<file path="src/rtl/fp_add_sub_arbiter.sv">
// Round-robin front end that shares one pipelined fp_add_sub between N requesters.
// Each issued op carries its requester ID down a tag pipeline aligned with the adder latency.
module fp_add_sub_arbiter #(
    parameter int N       = 4,
    parameter int LATENCY = 3,
    parameter int IDW     = 2
) (
    input  logic              clk,
    input  logic              areset,
    input  logic [N-1:0]      req_valid,
    output logic [N-1:0]      req_ready,
    input  logic [32*N-1:0]   req_a,
    input  logic [32*N-1:0]   req_b,
    input  logic [N-1:0]      req_sub,
    output logic              fp_en,
    output logic [31:0]       fp_a,
    output logic [31:0]       fp_b,
    output logic              fp_opSel,
    input  logic [31:0]       fp_q,
    output logic              rsp_valid,
    input  logic              rsp_ready,
    output logic [IDW-1:0]    rsp_id,
    output logic [31:0]       rsp_q,
    output logic              idle
);

    logic [31:0]        a_arr [N];
    logic [31:0]        b_arr [N];
    logic [IDW-1:0]     ptr;
    logic [IDW-1:0]     gnt_id;
    logic [IDW-1:0]     scan;
    logic               found;
    logic               issue;
    logic               stall;
    logic [LATENCY-1:0] tag_v;
    logic [IDW-1:0]     tag_id [LATENCY];
    logic [31:0]        hold_a;
    logic [31:0]        hold_b;
    logic               hold_op;

    for (genvar gi = 0; gi < N; gi++) begin : g_unpack
        assign a_arr[gi] = req_a[32*gi +: 32];
        assign b_arr[gi] = req_b[32*gi +: 32];
    end

    // Scan starts just after the last grant so every requester gets a turn.
    always_comb begin
        gnt_id = '0;
        found  = 1'b0;
        scan   = ptr;
        for (int i = 0; i < N; i++) begin
            scan = (scan == IDW'(N-1)) ? '0 : scan + 1'b1;
            if (!found && req_valid[scan]) begin
                found  = 1'b1;
                gnt_id = scan;
            end
        end
    end

    assign rsp_valid = tag_v[LATENCY-1];
    assign rsp_id    = tag_id[LATENCY-1];
    assign rsp_q     = fp_q;
    assign stall     = rsp_valid & ~rsp_ready;
    assign fp_en     = ~stall;
    assign issue     = found & ~stall;
    assign req_ready = issue ? (N'(1) << gnt_id) : '0;
    assign idle      = ~|req_valid & ~|tag_v;

    // Operand lines fall back to the last issued op so they stay put across stalls.
    assign fp_a     = issue ? a_arr[gnt_id]     : hold_a;
    assign fp_b     = issue ? b_arr[gnt_id]     : hold_b;
    assign fp_opSel = issue ? ~req_sub[gnt_id]  : hold_op;

    always_ff @(posedge clk or posedge areset) begin
        if (areset) begin
            ptr     <= IDW'(N-1);
            tag_v   <= '0;
            hold_a  <= '0;
            hold_b  <= '0;
            hold_op <= 1'b1;
            for (int i = 0; i < LATENCY; i++) begin
                tag_id[i] <= '0;
            end
        end else begin
            if (issue) begin
                ptr     <= gnt_id;
                hold_a  <= a_arr[gnt_id];
                hold_b  <= b_arr[gnt_id];
                hold_op <= ~req_sub[gnt_id];
            end
            if (fp_en) begin
                tag_v[0]  <= issue;
                tag_id[0] <= issue ? gnt_id : '0;
                for (int i = 1; i < LATENCY; i++) begin
                    tag_v[i]  <= tag_v[i-1];
                    tag_id[i] <= tag_id[i-1];
                end
            end
        end
    end

endmodule

</file>
<file path="config.mk">
export PLATFORM = sky130hd
export DESIGN_NAME = fp_add_sub_arbiter
export DESIGN_NICKNAME = d
export VERILOG_FILES = /design/src/rtl/fp_add_sub_arbiter.sv
export SDC_FILE = /design/constraint.sdc
export NUM_CORES = 1
export LEC_CHECK = 0
export BUFFER_PORTS_ARGS = -buffer_cell sky130_fd_sc_hd__buf_2
export CORE_AREA = 5 5 153 155
export CTS_BUF_LIST = sky130_fd_sc_hd__clkbuf_4
export DETAILED_ROUTE_END_ITERATION = 6
export DIE_AREA = 0 0 158 160
export GPL_TIMING_DRIVEN = 0
export PLACE_DENSITY = 0.54
export RECOVER_POWER = 100
export SYNTH_ARGS = -nofsm -noshare
export SYNTH_HDL_FRONTEND = slang
export SYNTH_SLANG_ARGS = --single-unit
</file>
<file path="constraint.sdc">
create_clock -name clk -period 2.5 [get_ports clk]
set_input_delay 0.125 -clock clk [delete_from_list [all_inputs] [get_ports clk]]
set_output_delay 0.125 -clock clk [all_outputs]
set_load 0.02 [all_outputs]
</file>
==> results.py <==
metrics = {
    "logic_synthesis": {
        "synthArstFlopShare_pct": 100,
        "yosysTopAreaCellShare_pct": 35.5,
        "yosys_most_used_dff": "dfrtp_1",
        "ys_warn_count": 0,
        "avgSynthCellArea_um2": 10.8,
        "synth.top_cells.by_count": "mux2i_1 (129), dfrtp_1 (73), nand2_1 (73), buf_4 (47), o221ai_1 (37)",
        "yosysSeqAreaShare_pct": 37.1,
        "yosysMostFrequentCell": "mux2i_1",
        "synthesis.nets": 776,
        "synth_edf_count": 0,
        "yosysUniqueCellTypes": 41,
        "ys_top_cells_by_area": "dfrtp_1 (36%), mux2i_1 (25%), o221ai_2 (7.9%)",
        "ys_ff_latch": 76,
        "synth_top_cell_by_area": "dfrtp_1",
        "synth.cell_area_um2": 5140,
        "syn_inst": 476,
    },
    "flow_run": {
        "drv_cap": 1,
    },
    "timing": {
        "fin_crit_ns": 3.07,
        "fin_hold_ws_ns": 0.0499,
        "hold_viol_final": 0,
        "max_freq_mhz": 326,
        "slew_headroom_pct": -1.95,
        "worst_slack_ns": -0.570,
        "final_max_slew_viol_count": 40,
        "setup_viol": 79,
        "tightestPinTransition_ns": 1.53,
        "rsz0062_at_grt": "yes",
        "fin_crit_sh_pct": 123,
        "clock_skew_ns": 0.0122,
    },
    "min_path": {
        "whs_path_depth": 3,
        "hold_class": "input pin to flip-flop",
        "hold_end": "hold_a[9]$_DFF_PP0_",
        "hp-start": "req_a[73]",
    },
    "finish": {
        "finalNonFillerCells": 1411,
        "seqCellArea_um2": 1910,
        "fillers": 1665,
        "multi_input_area_um2": 4430,
        "design_area_um2": 12600,
        "area_growth_pct": 145,
        "fin_nets": 1419,
        "drive_gt1_share_pct": 58.4,
    },
    "drt": {
        "viasPerCell": 4.79,
        "drc_errors": 0,
        "vias": 6755,
        "drtIter0Drc": 265,
        "drt_pre_antenna_iters": 4,
        "antenna_left": 0,
        "wl_per_cell_um": 21.6,
        "wl_mm": 30.5,
    },
    "critical_path": {
        "crit_fanout": 7,
        "reg2reg_depth": 12,
        "reg2reg_to": "hold_a[14]$_DFF_PP0_",
        "crit_required_ns": 2.38,
        "cp-start-kind": "flip-flop",
        "r2r-start": "ptr[1]$_DFFE_PP1P_",
        "critPathCaptureType": "output pin",
        "r2r_setup_slack_ns": -0.09,
        "worstPathArrival_ns": 2.95,
        "criticalPathCategory": "flip-flop to output pin",
    },
    "floorplan": {
        "io_pins": 405,
        "start_util_pct": 23.7,
        "fp.dieH_um": 160,
        "rows": 54,
        "core_area_um2": 21700,
        "die_w_um": 158,
        "die_area_um2": 25300,
    },
    "clock_network": {
        "clk_latency_ns": 0.46,
        "cts.sinks": 76,
        "cts_max_level": 3,
        "clk_pin_slew_ns": 0.13,
        "cts-root-buf": "clkbuf_4",
        "cts_buffers": 9,
        "clockBufferDepth": 2,
        "cts_tree": "done",
    },
    "status": {
        "outcome": "finished with violations",
        "violations": "max-capacitance violations, max-slew violations, negative setup slack",
    },
    "global_routing": {
        "grt_use_total_pct": 19.8,
        "grt-ovfl-total": 0,
        "grt_pass1_wl_mm": 38.6,
        "grt_pass1_vias": 6822,
        "grt_max_degree": 40,
        "antenna_found_initial": 7,
    },
    "power": {
        "p_clk_share_pct": 4.2,
        "power_density_nw_per_um2": 1310,
        "p_seq_share_pct": 12.2,
        "p_total_mw": 16.6,
        "irDropWorstVdd_mv": 0.714,
        "p_comb_share_pct": 83.6,
        "switchingPower_mw": 7.17,
        "p_int_mw": 9.39,
        "swShare_pct": 43.3,
        "p_leak_nw": 5.45,
    },
    "place": {
        "pre_cts_ws_ns": -0.679,
        "place_congestion": 0.779,
        "io_buffers": 372,
        "dp_hpwl_mm": 17.4,
        "dpl_cell_area_um2": 7450,
        "dpl.cell_count": 1129,
    },
}
-- worst max-delay path, stage by stage (launching register included) --
cell	delay, ns
dfstp_2	0.59
ha_4	0.23
and3b_1	0.16
o21ai_1	0.14
o21ai_2	0.10
nor2_4	0.13
buf_6	0.11
buf_12	0.11
buf_12	0.15
buf_12	0.17
mux2i_4	0.27
o221ai_4	0.16
buf_6	0.16
-- state kept, by name, indices dropped and copies added (netlist names) --
| name | cells |
|---|---|
| hold_a | 32 |
| hold_b | 32 |
| hold_op | 1 |
| ptr | 2 |
| rsp_id | 2 |
| tag_id | 4 |
| tag_v | 3 |
-- stage by stage --
step | utilization, % | TNS, ns
final | 58.1 | -34.91
after global placement | 34.2 | -124.21
after detailed placement | 34.3 | -66.76
after CTS | 47.9 | -39.49
after global routing | 58.1 | -48.30
after floorplan | - | -0.768
-- timing repair --
action,4_1_cts,5_1_grt
pin swaps,15,43
resized for setup,166,288
hold buffers,188,7
endpoints found under the setup margin,135,104
buffers inserted,20,29
hold endpoints to repair,86,3
gates cloned,1,16
-- placed cells by master (no fill, tap or decap), drive strengths merged, types with 2 or more instances in the layout --
master / count
nand3b: 3
mux2i: 129
clkbuf: 72
clkinvlp: 5
dfstp: 3
o221ai: 64
dlygate4sd3: 195
nor3: 4
o21ai: 5
dfrtp: 73
nor3b: 2
nor2: 11
inv: 3
nand2b: 6
nand2: 76
mux2: 5
a21oi: 5
buf: 445
diode: 7
-- how the worst max path moves through the flow --
stage / startpoint / to / slack [ns] / depth (start not counted)
after floorplan: ptr[0]$_DFFE_PP1P_ / hold_a[10]$_DFF_PP0_ / -0.04 / 10
after global placement: areset / hold_b[27]$_DFF_PP0_ / -0.74 / 2
after detailed placement: ptr[1]$_DFFE_PP1P_ / fp_a[13] / -0.68 / 11
after CTS: ptr[0]$_DFFE_PP1P_ / fp_a[6] / -0.64 / 12
after global routing: ptr[1]$_DFFE_PP1P_ / fp_a[13] / -0.74 / 13
final: ptr[1]$_DFFE_PP1P_ / fp_a[13] / -0.57 / 12
-- area by class of cell --
cell class | count | area share [%]
Sequential cell | 76 | 15.1
Multi-Input combinational cell | 326 | 35.2
Clock buffer | 10 | 0.596
Clock inverter | 6 | 0.328
Timing Repair Buffer | 631 | 39.5
Buffer | 72 | 6.25
Tap cell | 280 | 2.78
Antenna cell | 7 | 0.139
Inverter | 3 | 0.0893
-- power groups by stage --
stage	Combinational, mW	Sequential [mW]	Clock, mW
2_1_floorplan	4.93	1.99	0
3_3_place_gp	7.05	2.01	0
3_5_place_dp	7.07	2.02	0
4_1_cts	9.37	2.00	0.750
5_1_grt	14.5	2.07	0.796
6_report	13.8	2.02	0.700
-- metal layers --
metal | part of all wire (%) | wire length [um] | track usage, %
met4 | 3.7 | 1130 | 8.10
met1 | 36 | 11000 | 21.3
met2 | 53 | 16200 | 35.7
met3 | 7.0 | 2130 | 5.95
met5 | 0 | 0 | 0
-- cells by family after synthesis --
| logic type | synth area share, % |
|---|---|
| AOI/OAI and AO/OA | 16.9 |
| adders and majority gates | 0.243 |
| buffers and inverters | 10.2 |
| DFF | 37.1 |
| muxes | 26.2 |
| and+or+nand+nor | 9.37 |
Power figures use the tool's default switching activity.
